### src/rtl/smvm_batch_scheduler.sv
`default_nettype none
// smvm_batch_scheduler: packs a serial nonzero stream into K-lane batches with IPV bits for the SMVM ALU tree.
// Define SMVM_SCHED_PERF_EN to add the perf_batches / perf_stall counters.
module smvm_batch_scheduler #(
  parameter int K       = 4,
  parameter int VAL_W   = 8,
  parameter int COL_W   = 9,
  parameter int ROW_W   = 9,
  parameter int ALU_LAT = 4
) (
  input  logic               clk,
  input  logic               rst_n,
  input  logic               start,
  input  logic [ROW_W-1:0]   num_rows,
  input  logic               in_valid,
  output logic               in_ready,
  input  logic [VAL_W-1:0]   in_val,
  input  logic [COL_W-1:0]   in_col,
  input  logic               in_last,
  input  logic               in_eom,
  output logic               batch_valid,
  input  logic               batch_ready,
  output logic [K*VAL_W-1:0] batch_val,
  output logic [K*COL_W-1:0] batch_col,
  output logic [K-1:0]       batch_ipv,
  output logic [2:0]         batch_rows,
  output logic               busy,
  output logic               done,
`ifdef SMVM_SCHED_PERF_EN
  output logic [15:0]        perf_batches,
  output logic [15:0]        perf_stall,
`endif
  output logic               err_rows
);

  localparam int LCW = (K > 1) ? $clog2(K) : 1;
  localparam int DCW = (ALU_LAT > 1) ? $clog2(ALU_LAT) : 1;
  localparam int RSW = ROW_W + 1;
  localparam logic [LCW-1:0] LANE_LAST  = LCW'(K - 1);
  localparam logic [DCW-1:0] DRAIN_LAST = DCW'(ALU_LAT - 1);

  typedef enum logic [2:0] {
    S_IDLE  = 3'd0,
    S_FILL  = 3'd1,
    S_ISSUE = 3'd2,
    S_DRAIN = 3'd3,
    S_DONE  = 3'd4
  } state_t;

  state_t             state, state_nx;
  logic [VAL_W-1:0]   val_q [K];
  logic [COL_W-1:0]   col_q [K];
  logic [K-1:0]       ipv_q;
  logic [2:0]         rows_q;
  logic [LCW-1:0]     lane_cnt;
  logic [DCW-1:0]     drain_cnt;
  logic [ROW_W-1:0]   row_cnt;
  logic [ROW_W-1:0]   num_rows_q;
  logic               eom_seen;
  logic               accept;
  logic               fire;
  logic               row_end;
  logic [RSW-1:0]     row_sum;

  assign accept  = (state == S_FILL) && in_valid;
  assign fire    = (state == S_ISSUE) && batch_ready;
  assign row_end = in_last | in_eom;
  assign row_sum = {1'b0, row_cnt} + RSW'(rows_q);

  assign in_ready    = (state == S_FILL);
  assign batch_valid = (state == S_ISSUE);
  assign busy        = (state != S_IDLE);
  assign done        = (state == S_DONE);

  always_ff @(posedge clk or negedge rst_n) begin
    if (!rst_n) state <= S_IDLE;
    else        state <= state_nx;
  end

  always_comb begin
    state_nx = state;
    case (state)
      S_IDLE:  if (start) state_nx = (num_rows != '0) ? S_FILL : S_DONE;
      S_FILL:  if (accept && (in_eom || lane_cnt == LANE_LAST)) state_nx = S_ISSUE;
      S_ISSUE: if (batch_ready) state_nx = eom_seen ? S_DRAIN : S_FILL;
      S_DRAIN: if (drain_cnt == DRAIN_LAST) state_nx = S_DONE;
      S_DONE:  state_nx = S_IDLE;
      default: state_nx = S_IDLE;
    endcase
  end

  // Lane buffer only changes in FILL, so the batch is inherently stable while stalled in ISSUE.
  always_ff @(posedge clk or negedge rst_n) begin
    if (!rst_n) begin
      for (int i = 0; i < K; i++) begin
        val_q[i] <= '0;
        col_q[i] <= '0;
      end
      ipv_q      <= '0;
      rows_q     <= '0;
      lane_cnt   <= '0;
      drain_cnt  <= '0;
      row_cnt    <= '0;
      num_rows_q <= '0;
      eom_seen   <= 1'b0;
      err_rows   <= 1'b0;
    end else begin
      case (state)
        S_IDLE: if (start) begin
          for (int i = 0; i < K; i++) begin
            val_q[i] <= '0;
            col_q[i] <= '0;
          end
          ipv_q      <= '0;
          rows_q     <= '0;
          lane_cnt   <= '0;
          drain_cnt  <= '0;
          row_cnt    <= '0;
          num_rows_q <= num_rows;
          eom_seen   <= 1'b0;
          err_rows   <= 1'b0;
        end
        S_FILL: if (accept) begin
          val_q[lane_cnt] <= in_val;
          col_q[lane_cnt] <= in_col;
          ipv_q[lane_cnt] <= row_end;
          rows_q          <= rows_q + 3'(row_end);
          lane_cnt        <= lane_cnt + 1'b1;
          if (in_eom) eom_seen <= 1'b1;
        end
        S_ISSUE: if (fire) begin
          for (int i = 0; i < K; i++) begin
            val_q[i] <= '0;
            col_q[i] <= '0;
          end
          ipv_q     <= '0;
          rows_q    <= '0;
          lane_cnt  <= '0;
          drain_cnt <= '0;
          row_cnt   <= row_sum[ROW_W] ? {ROW_W{1'b1}} : row_sum[ROW_W-1:0];
        end
        S_DRAIN: begin
          drain_cnt <= drain_cnt + 1'b1;
          if (drain_cnt == DRAIN_LAST) err_rows <= (row_cnt != num_rows_q);
        end
        default: ;
      endcase
    end
  end

  always_comb begin
    batch_val  = '0;
    batch_col  = '0;
    batch_ipv  = '0;
    batch_rows = '0;
    if (batch_valid) begin
      for (int i = 0; i < K; i++) begin
        batch_val[i*VAL_W +: VAL_W] = val_q[i];
        batch_col[i*COL_W +: COL_W] = col_q[i];
      end
      batch_ipv  = ipv_q;
      batch_rows = rows_q;
    end
  end

`ifdef SMVM_SCHED_PERF_EN
  always_ff @(posedge clk or negedge rst_n) begin
    if (!rst_n) begin
      perf_batches <= '0;
      perf_stall   <= '0;
    end else if (state == S_IDLE && start) begin
      perf_batches <= '0;
      perf_stall   <= '0;
    end else if (state == S_ISSUE) begin
      if (batch_ready) begin
        if (perf_batches != 16'hFFFF) perf_batches <= perf_batches + 16'd1;
      end else begin
        if (perf_stall != 16'hFFFF) perf_stall <= perf_stall + 16'd1;
      end
    end
  end
`endif

endmodule
`default_nettype wire

### config.mk
export PLATFORM = sky130hd
export DESIGN_NAME = smvm_batch_scheduler
export DESIGN_NICKNAME = d
export VERILOG_FILES = /design/src/rtl/smvm_batch_scheduler.sv
export SDC_FILE = /design/constraint.sdc
export NUM_CORES = 1
export LEC_CHECK = 0
export BUFFER_PORTS_ARGS = -buffer_cell sky130_fd_sc_hd__clkbuf_2
export CAP_MARGIN = 20
export CORE_ASPECT_RATIO = 0.5
export CORE_UTILIZATION = 58
export DETAILED_ROUTE_END_ITERATION = 10
export PLACE_DENSITY = 0.85
export SYNTH_ARGS = -nofsm -noshare
export SYNTH_HDL_FRONTEND = slang
export SYNTH_SLANG_ARGS = --single-unit
### constraint.sdc
create_clock -name clk -period 3.4 [get_ports clk]
set_input_delay 1.02 -clock clk [delete_from_list [all_inputs] [get_ports clk]]
set_output_delay 1.02 -clock clk [all_outputs]
set_load 0.1 [all_outputs]
==> reports/metrics.cfg <==
[route]
viasPerCell=6.731
drcViolationCount=0
routedWlPerCell_um=24.46
ant_nets=0
wl_um=15760
first_pass_iters=5
vias=4335
drt-initial-drc-count=603

[global_route]
use_met2_pct=62.63
grt-busiest-layer=met2
use_met3_pct=9.037
grt_pass1_wl_um=24470
grt_use_total_pct=36.62
grt_max_degree=53
use_met1_pct=47.47
grt-ovfl-total=0
grt_antenna_before_repair=0
first_global_vias=4248

[timing]
hold_viol_final=0
fin_crit_sh_pct=95.25
rsz0062_at_grt=no
worst_pin_slew_ns=0.8566
fin_crit_ns=3.238
max_freq_mhz=308.8
maxSlewViolCount=0
fin_skew_ns=0.008651
setup-tns-final_ns=0
relSlewSlack_pct=42.89
finalSetupViolCount=0

[cts]
clk_path_buf_depth=2
cts_tree=done
numCtsBuffers=9
htreeDepth=3
postCtsHoldBufs=0
cts_root_buf=clkbuf_16
cts_resized=0
postCtsSetupBuffers=0
clock-sinks=102
clock_latency_ns=0.35
cts.clk_slew.worst_paths_ns=0.07

[synth]
synth_area_leaders=dfrtp_1, a22o_1, and3_1, ha_1, buf_6
synth_cell_types=48
synth_edf_count=0
synth_cells=431
synth_top_cell_area_share_pct=50.80
synth_seq_cells=102
synthTopCellsByCount=dfrtp_1, a22o_1, and3_1
synth_most_common_cell=dfrtp_1
yosysTopAreaCell=dfrtp_1
seq_area_frac_synth_pct=50.80
syn_area_mm2=0.005025
avgSynthCellArea_um2=11.66
synth_fp_nets=475
synth_ff_type=dfrtp_1
synth-warning-count=0
async_flop_share_pct=100.0

[worst_setup_path]
arrival_ns=2.22
crit_required_ns=2.38
worstSetupStartpointType=flip-flop
path_max_fanout=34
end_kind=output pin
worstSetupPathType=reg -> out

[pwr]
total_power_mw=5.798
pwr-share-clk_pct=17.2
combPwrFrac_pct=50.7
leakage_nw=3.498
p_per_area_mw_per_mm2=830.2
power_frac_seq_pct=32.2
max-vdd-ir-drop_v=0.0004447
p_sw_mw=2.756
p_int_mw=3.042
p_sw_share_pct=47.54

[placed_design]
finalWeightedCongestion=0.8214
port_buffers=112
dp_cells=628
hpwlAfterDp_um=10110

[layout]
n_antenna_cell=0
regArea_mm2=0.002552
nets=571
multiInputGateArea_mm2=0.002211
drive_gt1_share_pct=30.45
fill_cells=374
fin_cells=644
syn2layout_area_growth_pct=38.99

[floorplanning]
coreArea_mm2=0.008202
die_h_um=67.82
die_x_um=133.6
rows=23
start_util_pct=61.27
die-area_mm2=0.009062
ioPinCount=113

[hold_path]
hold_class=reg -> reg

[flow_run]
drv_cap=0

[status]
status=completed

==> state kept, by name, indices dropped and copies added, names as in the netlist <==
signal,count
num_rows_q,9
val_q,32
rows_q,3
eom_seen,1
row_cnt,9
err_rows,1
lane_cnt,2
drain_cnt,2
state,3
ipv_q,4
col_q,36
==> stage by stage <==
stage / worst slack [ns] / area (µm²) / util (%) / hold WS, ns
after floorplan: 0.3000 / 5035 / - / 0.4582
after global placement: 0.7247 / 6699 / 81.68 / 0.4744
after detailed placement: 0.6384 / 6699 / 81.68 / 0.4794
after CTS: 0.2258 / 6984 / 85.16 / 0.4963
after global routing: 0.1033 / 6984 / 85.16 / 0.5027
final: 0.1616 / 6984 / 85.16 / 0.4977
==> routing by layer <==
layer / up-vias / part of all wire (%)
met5: - / 0
met4: 0 / 2.3
met3: 38 / 8.4
met2: 286 / 50
met1: 2193 / 39
li1: 1818 / -
==> cell type report <==
type / instances / share of cell area, %
Inverter: 11 / 0.5912
Multi-Input combinational cell: 282 / 31.66
Tap cell: 112 / 2.006
Timing Repair Buffer: 121 / 25.12
Clock inverter: 6 / 0.6628
Sequential cell: 102 / 36.55
Clock buffer: 10 / 3.422
==> worst max-delay path, cell delays in order (launching register included) <==
cell	delay [ns]
dfrtp_1	0.58
inv_1	0.41
buf_4	0.37
and3_1	0.31
buf_12	0.20
==> cell usage in the layout (no fill, tap or decap), types with 2 or more instances in the layout <==
cell type / count
dfrtp_1: 102
a22o_1: 82
and3_1: 80
buf_12: 75
clkbuf_2: 37
o21ai_0: 13
mux2_2: 10
ha_1: 10
inv_1: 9
xnor2_1: 9
clkbuf_16: 9
buf_4: 9
nand2_1: 7
nor2_1: 5
nor2b_1: 5
a21oi_1: 5
a21o_1: 5
nor3_1: 4
o211ai_4: 4
nand4_1: 4
nor3_2: 3
mux2i_1: 3
or3_1: 3
o211ai_1: 3
nand2b_1: 3
inv_2: 2
a211oi_1: 2
nand3b_1: 2
clkinvlp_4: 2
clkinv_4: 2
==> worst paths after layout <==
kind                           start            end  slack, ns  cells after the start
hold reg to reg            val_q[20]      val_q[20]       0.50                      1
min in group asynchronous      rst_n      col_q[15]       0.70                      1
setup reg to reg            state[0]      col_q[22]       1.16                      4
setup / recovery            state[0]   batch_val[3]       0.16                      4
max in group asynchronous      rst_n  num_rows_q[7]       1.91                      2
hold / removal             val_q[20]      val_q[20]       0.50                      1
==> logic make-up (layout without fill, tap and decap cells) <==
family,count (synthesis),after routing,synth area share (%)
adder cells (fa/ha/maj),11,11,2.888
multiplexers,13,13,2.839
AO/OA/AOI/OAI,124,124,21.09
buffers and inverters,47,148,5.428
flip-flops,102,102,50.80
XOR/XNOR,9,9,1.569
AND/OR/NAND/NOR,125,125,15.39
==> power by group through the flow <==
stage               clock [mW]  combinational, mW  sequential [mW]
floorplan                    0               2.16             1.76
global placement             0               2.73             1.82
detailed placement           0               2.84             1.85
CTS                      0.998               2.91             1.85
global route              1.05               3.08             1.89
finish                   0.996               2.94             1.86
Note: power is estimated with default switching activity, not from simulation.
